==> src/rtl/spi_txn_arbiter_if.sv <==
// Requester-side and SPI-engine-side handshake bundle for spi_txn_arbiter.
interface spi_txn_arbiter_if #(
  parameter int NREQ = 2,
  parameter int LW   = 4
);
  logic [NREQ-1:0]    req;
  logic [NREQ*LW-1:0] req_len;
  logic [NREQ*8-1:0]  req_wdata;
  logic [NREQ-1:0]    req_wnext;
  logic [7:0]         rdata;
  logic [NREQ-1:0]    rvalid;
  logic [NREQ-1:0]    done;
  logic [NREQ-1:0]    err;
  logic [NREQ-1:0]    grant;
  logic [NREQ-1:0]    ss_n;
  logic [7:0]         eng_txdin;
  logic               eng_txgo;
  logic               eng_txrdy;
  logic [7:0]         eng_rxdout;
  logic               eng_rxnew;

  modport slave (
    input  req, req_len, req_wdata, eng_txrdy, eng_rxdout, eng_rxnew,
    output req_wnext, rdata, rvalid, done, err, grant, ss_n, eng_txdin, eng_txgo
  );

  modport master (
    output req, req_len, req_wdata, eng_txrdy, eng_rxdout, eng_rxnew,
    input  req_wnext, rdata, rvalid, done, err, grant, ss_n, eng_txdin, eng_txgo
  );
endinterface

==> src/rtl/spi_txn_arbiter.sv <==
// Round-robin arbiter sharing one byte-level SPI engine among NREQ requesters;
// sequences CS setup, byte issue, RX capture and CS hold for each transaction.
module spi_txn_arbiter #(
  parameter int NREQ     = 2,
  parameter int LW       = 4,
  parameter int CS_SETUP = 2,
  parameter int CS_HOLD  = 2,
  parameter int TIMEOUT  = 1023
) (
  input  logic              HCLK,
  input  logic              HRESETn,
  spi_txn_arbiter_if.slave  bus
);
  localparam int IW   = (NREQ > 1) ? $clog2(NREQ) : 1;
  localparam int MAXA = (CS_SETUP > CS_HOLD) ? CS_SETUP : CS_HOLD;
  localparam int MAXC = (TIMEOUT > MAXA) ? TIMEOUT : MAXA;
  localparam int TW   = $clog2(MAXC + 1);

  typedef enum logic [2:0] {IDLE, SETUP, SEND, WAIT, HOLD} state_t;

  state_t          state_q, state_d;
  logic [NREQ-1:0] grant_q, grant_d;
  logic [NREQ-1:0] ss_n_q, ss_n_d;
  logic [NREQ-1:0] rvalid_q, rvalid_d;
  logic [NREQ-1:0] done_q, done_d;
  logic [NREQ-1:0] err_q, err_d;
  logic [IW-1:0]   ptr_q, ptr_d;
  logic [IW-1:0]   owner_q, owner_d;
  logic [LW-1:0]   cnt_q, cnt_d;
  logic [TW-1:0]   tmr_q, tmr_d;
  logic [7:0]      rdata_q, rdata_d;

  logic            found;
  logic [IW-1:0]   idx;
  logic [IW-1:0]   win;
  logic [NREQ-1:0] win_oh;
  logic [LW-1:0]   len_win;
  logic [7:0]      wdata_own;
  logic            txgo;

  // Search order starts at ptr and wraps, so the last winner drops to lowest priority.
  always_comb begin
    found     = 1'b0;
    idx       = '0;
    win       = '0;
    len_win   = '0;
    wdata_own = '0;
    for (int unsigned k = 0; k < NREQ; k++) begin
      idx = IW'((32'(ptr_q) + k) % 32'(NREQ));
      if (!found && bus.req[idx]) begin
        found = 1'b1;
        win   = idx;
      end
    end
    for (int unsigned k = 0; k < NREQ; k++) begin
      if (win == IW'(k))     len_win   = bus.req_len[k*LW +: LW];
      if (owner_q == IW'(k)) wdata_own = bus.req_wdata[k*8 +: 8];
    end
    win_oh = NREQ'(1) << win;
  end

  always_comb begin
    state_d  = state_q;
    grant_d  = grant_q;
    ss_n_d   = ss_n_q;
    ptr_d    = ptr_q;
    owner_d  = owner_q;
    cnt_d    = cnt_q;
    tmr_d    = tmr_q;
    rdata_d  = rdata_q;
    rvalid_d = '0;
    done_d   = '0;
    err_d    = '0;
    txgo     = 1'b0;
    unique case (state_q)
      IDLE: begin
        // A grant still held in IDLE is a zero-length transaction retiring without ss_n.
        if (grant_q != '0) begin
          done_d  = grant_q;
          grant_d = '0;
        end else if (found) begin
          grant_d = win_oh;
          owner_d = win;
          cnt_d   = len_win;
          ptr_d   = (win == IW'(NREQ - 1)) ? '0 : win + 1'b1;
          tmr_d   = '0;
          if (len_win != '0) begin
            ss_n_d  = ~win_oh;
            state_d = SETUP;
          end
        end
      end
      SETUP: begin
        if (tmr_q == TW'(CS_SETUP - 1)) state_d = SEND;
        else                            tmr_d   = tmr_q + 1'b1;
      end
      SEND: begin
        txgo = 1'b1;
        if (bus.eng_txrdy) begin
          state_d = WAIT;
          tmr_d   = '0;
        end
      end
      WAIT: begin
        if (bus.eng_rxnew) begin
          rdata_d  = bus.eng_rxdout;
          rvalid_d = grant_q;
          cnt_d    = cnt_q - 1'b1;
          tmr_d    = '0;
          state_d  = (cnt_q == LW'(1)) ? HOLD : SEND;
        end else if (tmr_q == TW'(TIMEOUT - 1)) begin
          err_d   = grant_q;
          grant_d = '0;
          ss_n_d  = '1;
          state_d = IDLE;
        end else begin
          tmr_d = tmr_q + 1'b1;
        end
      end
      HOLD: begin
        if (tmr_q == TW'(CS_HOLD - 1)) begin
          done_d  = grant_q;
          grant_d = '0;
          ss_n_d  = '1;
          state_d = IDLE;
        end else begin
          tmr_d = tmr_q + 1'b1;
        end
      end
      default: state_d = IDLE;
    endcase
  end

  always_ff @(posedge HCLK or negedge HRESETn) begin
    if (!HRESETn) begin
      state_q  <= IDLE;
      grant_q  <= '0;
      ss_n_q   <= '1;
      rvalid_q <= '0;
      done_q   <= '0;
      err_q    <= '0;
      ptr_q    <= '0;
      owner_q  <= '0;
      cnt_q    <= '0;
      tmr_q    <= '0;
      rdata_q  <= '0;
    end else begin
      state_q  <= state_d;
      grant_q  <= grant_d;
      ss_n_q   <= ss_n_d;
      rvalid_q <= rvalid_d;
      done_q   <= done_d;
      err_q    <= err_d;
      ptr_q    <= ptr_d;
      owner_q  <= owner_d;
      cnt_q    <= cnt_d;
      tmr_q    <= tmr_d;
      rdata_q  <= rdata_d;
    end
  end

  assign bus.eng_txgo  = txgo;
  assign bus.eng_txdin = txgo ? wdata_own : '0;
  assign bus.req_wnext = grant_q & {NREQ{txgo & bus.eng_txrdy}};
  assign bus.rdata     = rdata_q;
  assign bus.rvalid    = rvalid_q;
  assign bus.done      = done_q;
  assign bus.err       = err_q;
  assign bus.grant     = grant_q;
  assign bus.ss_n      = ss_n_q;

  a_grant_onehot: assert property (@(posedge HCLK) disable iff (!HRESETn) $onehot0(grant_q));
  a_ss_onehot:    assert property (@(posedge HCLK) disable iff (!HRESETn) $onehot0(~ss_n_q));
  a_ss_is_grant:  assert property (@(posedge HCLK) disable iff (!HRESETn)
                                   (state_q != IDLE) |-> (~ss_n_q == grant_q));
endmodule
==> src/flat_wrapper.sv <==
// flat-port wrapper written by rule: the top's interface ports become plain ports
module spi_txn_arbiter_flat 
#(
  parameter int NREQ     = 2,
  parameter int LW       = 4,
  parameter int CS_SETUP = 2,
  parameter int CS_HOLD  = 2,
  parameter int TIMEOUT  = 1023
)
  (HCLK, HRESETn, bus_req, bus_req_len, bus_req_wdata, bus_eng_txrdy, bus_eng_rxdout, bus_eng_rxnew, bus_req_wnext, bus_rdata, bus_rvalid, bus_done, bus_err, bus_grant, bus_ss_n, bus_eng_txdin, bus_eng_txgo);
  spi_txn_arbiter_if #(.NREQ(NREQ), .LW(LW)) bus_i ();
  input  logic HCLK;
  input  logic HRESETn;
  input wire logic [$bits(bus_i.req)-1:0] bus_req;
  input wire logic [$bits(bus_i.req_len)-1:0] bus_req_len;
  input wire logic [$bits(bus_i.req_wdata)-1:0] bus_req_wdata;
  input wire logic [$bits(bus_i.eng_txrdy)-1:0] bus_eng_txrdy;
  input wire logic [$bits(bus_i.eng_rxdout)-1:0] bus_eng_rxdout;
  input wire logic [$bits(bus_i.eng_rxnew)-1:0] bus_eng_rxnew;
  output wire logic [$bits(bus_i.req_wnext)-1:0] bus_req_wnext;
  output wire logic [$bits(bus_i.rdata)-1:0] bus_rdata;
  output wire logic [$bits(bus_i.rvalid)-1:0] bus_rvalid;
  output wire logic [$bits(bus_i.done)-1:0] bus_done;
  output wire logic [$bits(bus_i.err)-1:0] bus_err;
  output wire logic [$bits(bus_i.grant)-1:0] bus_grant;
  output wire logic [$bits(bus_i.ss_n)-1:0] bus_ss_n;
  output wire logic [$bits(bus_i.eng_txdin)-1:0] bus_eng_txdin;
  output wire logic [$bits(bus_i.eng_txgo)-1:0] bus_eng_txgo;
  assign bus_i.req = bus_req;
  assign bus_i.req_len = bus_req_len;
  assign bus_i.req_wdata = bus_req_wdata;
  assign bus_i.eng_txrdy = bus_eng_txrdy;
  assign bus_i.eng_rxdout = bus_eng_rxdout;
  assign bus_i.eng_rxnew = bus_eng_rxnew;
  assign bus_req_wnext = bus_i.req_wnext;
  assign bus_rdata = bus_i.rdata;
  assign bus_rvalid = bus_i.rvalid;
  assign bus_done = bus_i.done;
  assign bus_err = bus_i.err;
  assign bus_grant = bus_i.grant;
  assign bus_ss_n = bus_i.ss_n;
  assign bus_eng_txdin = bus_i.eng_txdin;
  assign bus_eng_txgo = bus_i.eng_txgo;
  spi_txn_arbiter #(.NREQ(NREQ), .LW(LW), .CS_SETUP(CS_SETUP), .CS_HOLD(CS_HOLD), .TIMEOUT(TIMEOUT)) u_core (.HCLK(HCLK), .HRESETn(HRESETn), .bus(bus_i));
endmodule
==> config.mk <==
export PLATFORM = sky130hd
export DESIGN_NAME = spi_txn_arbiter_flat
export DESIGN_NICKNAME = d
export VERILOG_FILES = /design/src/rtl/spi_txn_arbiter_if.sv /design/src/rtl/spi_txn_arbiter.sv /design/src/flat_wrapper.sv
export SDC_FILE = /design/constraint.sdc
export NUM_CORES = 1
export LEC_CHECK = 0
export ABC_CLOCK_PERIOD_IN_PS = 2500
export BUFFER_PORTS_ARGS = -buffer_cell sky130_fd_sc_hd__buf_4
export CAP_MARGIN = 10
export CORE_MARGIN = 4
export CORE_UTILIZATION = 53
export CTS_BUF_LIST = sky130_fd_sc_hd__clkbuf_8
export DETAILED_ROUTE_END_ITERATION = 6
export GPL_TIMING_DRIVEN = 0
export PLACE_DENSITY_LB_ADDON = 0.1
export RECOVER_POWER = 100
export SLEW_MARGIN = 20
export SYNTH_ARGS = -nofsm -noshare
export SYNTH_HDL_FRONTEND = slang
export SYNTH_SLANG_ARGS = --single-unit
==> constraint.sdc <==
create_clock -name HCLK -period 2.5 [get_ports HCLK]
set_clock_uncertainty 0.2 [all_clocks]
set_input_delay 0.375 -clock HCLK [delete_from_list [all_inputs] [get_ports HCLK]]
set_output_delay 0.375 -clock HCLK [all_outputs]
set_load 0.01 [all_outputs]
==> flow_summary_export.csv <==
group,metric,value,unit
timing,finalSetupViolCount,0,
timing,hold_violations,0,
global_route,grt_pass1_vias,1797,
power,cellPowerDensity,986,nW/um2
layout,multi_input_area,1120,um2
yosys,synth-compound-area-share,0.148,
yosys,syn_area,2110,um2
yosys,syn_inst,221,
yosys,ys_ff_latch,37,
clocking,clockBufferDepth,2,
clocking,worstSkewPairLatency,0.29,ns
global_route,grt_overflow,0,
detailed_routing,route.detailed.drc,0,
clocking,postCtsSetupRepairBufs,0,
run_status,status,"finished, final reports clean",
timing,clock.fmax,0.425,GHz
detailed_routing,viasPerCell,5.49,
layout,antenna_cells,0,
yosys,yosysSeqAreaShare,0.440,
placement,finalWeightedCongestion,0.836,
timing,rsz0062_at_grt,"no",
global_route,grt_max_degree,38,
detailed_routing,routed_wl,4860,um
clocking,htreeDepth,2,
critical_path,path_class,"reg -> reg",
yosys,synth_mux_area_frac,0.111,
floorplanning,rows,22,
timing,worst_slew_pin_slew,0.908,ns
placement,dp_cells,334,
layout,stdcell_count,343,
critical_path,start_kind,"flop",
power,power_leakage,1.22,nW
floorplanning,die_area,5050,um2
floorplanning,fp.dieH,71.1,um
layout,nFillCells,327,
layout,drive_gt1_frac,0.278,
min_path,hp-start,"bus_req[1]",
yosys,synth_adder_area_share,0.0297,
clocking,clkSlewWorstSetupHoldPaths,0.07,ns
yosys,avgSynthCellArea,9.55,um2
floorplanning,start_util,0.564,
clocking,cts_tree,"yes",
yosys,synth-xor-area-share,0.00415,
yosys,ys.warnings.count,0,
detailed_routing,avgRoutedWirePerCell,14.2,um
timing,slew_headroom,0.394,
layout,seq_area,928,um2
placement,place_hpwl,3710,um
critical_path,crit_start,"u_core.tmr_q[0]",
floorplanning,io_pins,67,
detailed_routing,initialDrtViolationCount,97,
yosys,syn-num-nets,264,
global_route,track_usage,0.196,
global_route,antenna_found_initial,0,
floorplanning,die_w,71.1,um
timing,setup_tns,0,ns
min_path,min_path_type,"in -> reg",
yosys,synth_top_family_by_area,"simple AND/OR/NAND/NOR gates",
clocking,cts_sinks,37,
yosys,synthSimpleGateAreaFrac,0.234,
timing,slew_violations,0,
power,vdd_drop_max,0.000598,V
clocking,cts_buffers,5,
detailed_routing,drtPass1Iterations,4,
clocking,cts_root_buf,"clkbuf_8",
layout,areaGrowthSynthToFinish,26.2,%
placement,io_buffers,65,
critical_path,crit_fanout,6,
critical_path,worst_setup_path_end_kind,"flop",
critical_path,rr_startpoint,"u_core.tmr_q[0]",
detailed_routing,final_antenna_net_count,0,
detailed_routing,vias,1882,
job,drv_cap,0,
layout,nNetsFinal,337,
critical_path,cp.arrival,2.37,ns
floorplanning,coreArea,3740,um2
timing,min_period,2.35,ns
timing,post-route-period-util,0.940,
yosys,ys_types,50,
critical_path,cp.required,2.51,ns
global_route,grt_first_pass_wirelength,8060,um
-- Yosys cell counts (all sizes together) --
cell type	instances	area (um2)
clkbuf	3	11.3
o31a	1	8.76
or3	3	20.0
and3	5	31.3
ha	5	62.6
nand3	5	25.0
nand2	18	70.1
nor2	22	85.1
o2111a	1	11.3
and2	10	65.1
o21bai	1	7.51
mux2	11	124
nand4	2	12.5
a2111o	1	11.3
nor2b	2	12.5
nor3b	4	30.0
a21o	1	7.51
a21boi	1	11.3
dfstp	2	52.6
nor4	2	12.5
o21a	1	7.51
o31ai	5	37.5
or2b	1	7.51
a31oi	1	6.26
dfrtp	35	876
mux2i	11	110
nor3	8	61.3
o22a	1	8.76
inv	8	30.0
a211o	2	18.8
xnor2	1	8.76
buf	6	30.0
nand3b	1	11.3
or2	3	18.8
a21oi	9	45.0
or4	1	11.3
a211oi	1	7.51
o21ai	23	123
nand2b	3	18.8
-- cell usage in the layout, fill, tap and decap left out, types with 4 or more instances in the layout --
cell type  instances
a21oi_1            9
and2_1             7
and3_1             5
buf_2              4
buf_4             37
clkbuf_1          29
clkbuf_2           4
clkbuf_8           5
dfrtp_1           35
ha_1               5
inv_1              8
mux2_2            11
mux2i_1           11
nand2_1           16
nand3_1            5
nor2_1            21
nor3_1             5
o21ai_0           21
o31ai_1            5
-- final timing paths --
check | endpoint | slack [ns] | cells past startpoint
max | u_core.bus.ss_n[0] | 0.15 | 8
min | u_core.ptr_q | 0.1 | 2
max reg2reg | u_core.bus.ss_n[0] | 0.15 | 8
min reg2reg | u_core.bus.rdata[3] | 0.31 | 1
max in group asynchronous | u_core.tmr_q[0] | 0.98 | 2
min in group asynchronous | u_core.bus.err[1] | 0.55 | 2
-- repair_timing --
action	4_1_cts	5_1_grt
resized for setup	0	5
setup endpoints to repair	0	5
hold buffers	1	0
endpoints found under the hold margin	35	0
-- critical path: stages, from the launching register on --
cell and delay (ns):
dfrtp_1 0.43, inv_1 0.08, ha_1 0.14, nand4_1 0.08
or4_4 0.45, nor3_4 0.24, nor2_2 0.11, nor3_2 0.18
mux2_2 0.37
-- layer usage --
layer  vias to the layer above  wire [um]  track usage
li1                        926          -            -
met1                       890       2040        0.251
met2                        59       2460        0.330
met3                         7        314       0.0568
met4                         0         46       0.0418
met5                         -          0            0
-- where the power goes --
group	total (mW)	leakage, nW	switching (mW)	internal [mW]
Combinational	1.27	0.702	0.727	0.548
Clock	0.403	0.0439	0.211	0.192
Sequential	0.946	0.471	0.149	0.797
-- sequential cells by signal, summed over array words and instances, names as in the netlist --
register / cells
u_core.ptr_q: 1
u_core.owner_q: 1
u_core.bus.grant: 2
u_core.cnt_q: 4
u_core.bus.rvalid: 2
u_core.state_q: 3
u_core.bus.done: 2
u_core.bus.ss_n: 2
u_core.tmr_q: 10
u_core.bus.rdata: 8
u_core.bus.err: 2
-- stage by stage --
stage                     hold slack (ns)  worst slack [ns]  utilization  power (mW)  cell area (um2)
after global placement              0.165             0.127        0.710        2.29             2660
final                              0.0958             0.149        0.711        2.62             2660
after detailed placement            0.163            0.0825        0.710        2.33             2660
after global routing               0.0955            0.0116        0.711        2.85             2660
after CTS                          0.0909            0.0493        0.736        2.74             2750
after floorplan                    -0.121             0.335            -        1.84             2110
-- kinds of logic (layout without fill, tap and decap cells) --
group                      after synthesis  count (layout)
AOI/OAI and AO/OA                       49              49
xor gates and xnor gates                 1               1
adders and majority gates                5               5
buffers and inverters                   17              91
DFF                                     37              37
muxes                                   22              22
and+or+nand+nor                         90              90
-- cell type report --
| class | instances | area share |
|---|---|---|
| clock inverter | 3 | 0.00658 |
| tap | 48 | 0.0226 |
| multi-input combinational | 167 | 0.421 |
| inverter | 8 | 0.0113 |
| sequential | 37 | 0.349 |
| timing repair buffer | 66 | 0.148 |
| clock buffer | 5 | 0.0259 |
| buffer | 9 | 0.0160 |
Note: power is estimated with default switching activity, not from simulation.
